==> config.mk <==
export PLATFORM = sky130hd
export DESIGN_NAME = alu_module
export DESIGN_NICKNAME = d
export VERILOG_FILES = /design/src/rtl/alu_pkg.sv /design/src/rtl/alu_addsub.sv /design/src/rtl/alu_module.sv
export SDC_FILE = /design/constraint.sdc
export NUM_CORES = 1
export LEC_CHECK = 0
export ABC_AREA = 1
export BUFFER_PORTS_ARGS = -buffer_cell sky130_fd_sc_hd__buf_2
export CELL_PAD_IN_SITES_DETAIL_PLACEMENT = 0
export CELL_PAD_IN_SITES_GLOBAL_PLACEMENT = 1
export CORE_ASPECT_RATIO = 1.4
export CORE_MARGIN = 10
export CORE_UTILIZATION = 36
export CTS_CLUSTER_DIAMETER = 60
export CTS_CLUSTER_SIZE = 28
export DETAILED_ROUTE_END_ITERATION = 7
export GPL_ROUTABILITY_DRIVEN = 0
export PLACE_DENSITY = 0.79
export SKIP_LAST_GASP = 1
export SLEW_MARGIN = 20
export SYNTH_ARGS = -nofsm -noshare
export SYNTH_HDL_FRONTEND = slang
export SYNTH_HIERARCHICAL = 1
export SYNTH_SLANG_ARGS = --single-unit
==> constraint.sdc <==
create_clock -name clk -period 0.8 [get_ports clk]
set_input_delay 0.08 -clock clk [delete_from_list [all_inputs] [get_ports clk]]
set_output_delay 0.08 -clock clk [all_outputs]
set_load 0.1 [all_outputs]
==> src/rtl/alu_pkg.sv <==
// Shared opcode encodings and default datapath width for the ALU slice.
package alu_pkg;
  localparam int WIDTH_DEFAULT = 8;

  localparam logic [1:0] OP_PASS = 2'b00;
  localparam logic [1:0] OP_ADD  = 2'b01;
  localparam logic [1:0] OP_SUB  = 2'b10;
  localparam logic [1:0] OP_XOR  = 2'b11;
endpackage

==> src/rtl/alu_addsub.sv <==
// Combinational adder/subtractor. Subtraction is done as a + ~b + ~cin, so the
// carry out of that sum is the inverse of the borrow.
module alu_addsub
  import alu_pkg::*;
#(
  parameter int WIDTH = WIDTH_DEFAULT
) (
  input  logic [WIDTH-1:0] a,
  input  logic [WIDTH-1:0] b,
  input  logic             cin,
  input  logic             sub,
  output logic [WIDTH-1:0] sum,
  output logic             cout_or_borrow,
  output logic             ovf
);
  logic [WIDTH-1:0] b_eff;
  logic             cin_eff;
  logic [WIDTH:0]   total;

  assign b_eff   = sub ? ~b : b;
  assign cin_eff = sub ? ~cin : cin;
  assign total   = {1'b0, a} + {1'b0, b_eff} + {{WIDTH{1'b0}}, cin_eff};

  assign sum            = total[WIDTH-1:0];
  assign cout_or_borrow = sub ? ~total[WIDTH] : total[WIDTH];
  // Signed overflow in addition terms; only meaningful when sub is low.
  assign ovf = (a[WIDTH-1] == b[WIDTH-1]) && (sum[WIDTH-1] != a[WIDTH-1]);
endmodule

==> src/rtl/alu_module.sv <==
// Four-operation ALU with registered result Y and status flag ST; one new
// operation is accepted on every rising clock edge.
module alu_module
  import alu_pkg::*;
#(
  parameter int WIDTH = WIDTH_DEFAULT
) (
  input  logic             clk,
  input  logic             rst,
  input  logic [WIDTH-1:0] A,
  input  logic [WIDTH-1:0] B,
  input  logic             CY,
  input  logic [1:0]       OP,
  output logic [WIDTH-1:0] Y,
  output logic             ST
);
  logic [WIDTH-1:0] as_sum;
  logic             as_cout_or_borrow;
  logic             as_ovf;
  logic [WIDTH-1:0] y_next;
  logic             st_next;

  alu_addsub #(.WIDTH(WIDTH)) u_addsub (
    .a              (A),
    .b              (B),
    .cin            (CY),
    .sub            (OP == OP_SUB),
    .sum            (as_sum),
    .cout_or_borrow (as_cout_or_borrow),
    .ovf            (as_ovf)
  );

  always_comb begin
    y_next  = A;
    st_next = 1'b0;
    case (OP)
      OP_PASS: begin
        y_next  = A;
        st_next = 1'b0;
      end
      OP_ADD: begin
        y_next  = as_sum;
        st_next = as_ovf;
      end
      OP_SUB: begin
        y_next  = as_sum;
        st_next = as_cout_or_borrow;
      end
      OP_XOR: begin
        y_next  = A ^ B;
        st_next = 1'b0;
      end
      default: begin
        y_next  = A;
        st_next = 1'b0;
      end
    endcase
  end

  always_ff @(posedge clk or posedge rst) begin
    if (rst) begin
      Y  <= '0;
      ST <= 1'b0;
    end else begin
      Y  <= y_next;
      ST <= st_next;
    end
  end
endmodule

==> out/metrics.yaml <==
run_status:
  status: "complete, but fails checks"
  violations: "setup timing"
setup_path:
  cp-end-kind: "flip-flop"
  critPathKind: "in -> reg"
  cp.arrival_ps: 2010
  crit_buf_inv: 2
  critPathMaxStageDelay_ps: 380
  path_cells: "buf_12 > inv_12 > ha_4 > xor2_2 > fa_2 > fa_2 > nand2_1 > nand2_2 > nand2_2 > nor2_1 > nor2_1 > xnor2_1 > a21oi_1 > a21oi_1"
  path_delay_family: "adder cells"
  worstPathMaxFanout: 4
  slowest_stage: "fa_2"
  cp.required_ps: 960
  startpoint_type: "primary input"
timing:
  fin_crit_ps: 1860
  tightest_slew_ps: 365
  clock.fmax_ghz: 0.538
  drv_slew: 0
  fin_hold_ws_ps: 164
  timing.final.crit_share_pct: 232
  setup_viol: 18
  hold_viol: 0
  setup_ws_ps: -1060
  rsz0062_at_grt: "yes"
  maxSlewHeadroom_pct: 75.7
run:
  drv_cap: 0
routing:
  routed_wl_um: 3250
  ant_nets: 0
  wl_per_cell_um: 12.4
  drcViolationCount: 0
  drt_iter0_markers: 41
  dr_total_vias: 1206
  dr.pass1.iters: 4
  via_per_inst: 4.60
die:
  start_util_pct: 37.7
  fp.dieH_um: 85.3
  core_area_sq_um: 2910
  rows: 23
  ioPinCount: 30
  die-area_sq_um: 5680
  die_w_um: 66.6
placed_design:
  hpwl_um: 2710
  dp.cells: 254
  dp_slack_ps: -1380
  port_buffers: 29
power_and_ir_drop:
  p_total_mw: 3.28
  p_sw_share_pct: 45.5
  pwr_density_cell_nw_per_um2: 1800
  switchingPower_mw: 1.49
  p_leak_nw: 0.977
  pwr-share-seq_pct: 19.0
  peakVddDrop_mv: 1.15
  p_comb_share_pct: 64.9
  intPower_mw: 1.78
  p_clk_share_pct: 16.1
worst_hold_path:
  whs_endpoint: "Y[5]"
  hp-class: "in -> reg"
  hold_depth: 3
  min_from: "A[5]"
yosys:
  async_flop_share_pct: 100
  ys_seq_elements: 9
  synth_top_cell_area_share_pct: 20.6
  synth_area_sq_um: 1090
  synthTopCellsByCount: "39 x nand2_1, 28 x inv_1, 17 x a21oi_1"
  netlist_top_cells_area: "dfrtp_1 21%, nand2_1 13%, ha_1 13%"
  ys_seq_area_share_pct: 20.6
  yosysMostFrequentCell: "nand2_1"
  ys.flop_type: "dfrtp_1"
  postSynthAreaPerCell_sq_um: 6.64
  yosysUniqueCellTypes: 22
  yosys.area.top_type: "dfrtp_1"
  synthCells: 165
  synth_edf_count: 0
  yosysWarnings: 6
  syn_nets: 199
clocking:
  cts_buffers: 3
  clkTransAtPathRegs_ps: 50
  cts-root-buf: "clkbuf_8"
  cts.sinks: 9
  clockBufferDepth: 2
  cts_tree: "done"
  cts-htree-levels: 1
final_layout:
  multiInputGateArea_sq_um: 822
  seq_area_sq_um: 235
  stdcell_count: 262
  nFillCells: 256
  layout.nets: 260
  drive_gt1_share_pct: 44.4
  syn2layout_area_growth_pct: 66.5
  fin_util_pct: 62.7
  diodes: 0
global_route:
  grt_max_degree: 10
  track_usage_pct: 11.9
  grt_pass1_wl_um: 5490
  grt_pass1_vias: 1265
  overflow: 0
  antenna_found_initial: 0
## worst max path at each step
stage	from	to	slack, ps	depth (start not counted)
floorplan	OP[0]	Y[6]	-1210	14
global placement	OP[0]	Y[6]	-1310	14
detailed placement	OP[0]	Y[6]	-1380	14
CTS	OP[0]	Y[6]	-1040	14
global route	OP[0]	Y[6]	-1230	14
finish	OP[0]	Y[6]	-1060	14
## routing by layer
metal	wire [um]	part of all wire (%)	up-vias	track usage (%)
met1	1270	39	548	12.5
met2	1790	55	26	21.8
met4	32	0.98	0	3.44
met5	0	0	-	0
li1	-	-	627	-
met3	155	4.8	5	3.03
## repair_timing
| item | in CTS | in global routing |
|---|---|---|
| pin swaps | 15 | 12 |
| hold buffers | 1 | 0 |
| setup endpoints to repair | 18 | 18 |
| resized for setup | 12 | 13 |
| endpoints found under the hold margin | 9 | 0 |
| setup buffers | 4 | 1 |
## power groups by stage
stage | combinational, mW | sequential (mW) | clock, mW
floorplan | 0.632 | 1.18 | 0
global placement | 1.96 | 0.624 | 0
detailed placement | 1.99 | 0.632 | 0
CTS | 2.07 | 0.625 | 0.536
global route | 2.29 | 0.633 | 0.569
finish | 2.13 | 0.623 | 0.527
## registers in the layout (all words and copies together) (netlist names)
signal / cells
Y: 8
ST: 1
## layout by cell type (no fill, tap or decap), types with 2 or more instances in the layout
cell	synthesis	layout
nand2_1	39	31
buf_4	0	28
inv_1	28	25
buf_2	2	18
a21oi_1	17	15
nand3_1	14	14
nor2_1	15	14
buf_12	0	11
nand2_2	3	11
ha_1	11	10
xor2_1	11	9
dfrtp_2	0	8
inv_2	1	3
clkbuf_8	0	3
nor2_2	2	3
a21oi_2	1	2
buf_6	1	2
xor2_2	0	2
xnor2_2	0	2
fa_2	0	2
## cell type report
cell class,instances,area share [%]
clock buffers,4,2.47
inverters,29,6.66
multi-input cells,123,45.1
flip-flops and latches,9,12.9
well taps,37,2.54
repair buffers,60,30.3
## cells by family (layout without fill, tap and decap cells)
kind of cell    count (synthesis)  in the layout  share of synthesized area [%]
compound gates                 21             21                           10.4
xor+xnor                       14             14                           11.2
fa+ha+maj                      13             13                           16.2
buf+inv                        33             93                           12.3
flops                           9              9                           20.6
simple gates                   75             75                           29.3
## stage by stage
stage | TNS [ps] | area [sq um]
after floorplan | -8350 | 1150
after global placement | -10160 | 1660
after detailed placement | -10560 | 1660
after CTS | -8650 | 1790
after global routing | -9480 | 1820
final | -8310 | 1820
(Power assumes the default switching activity.)
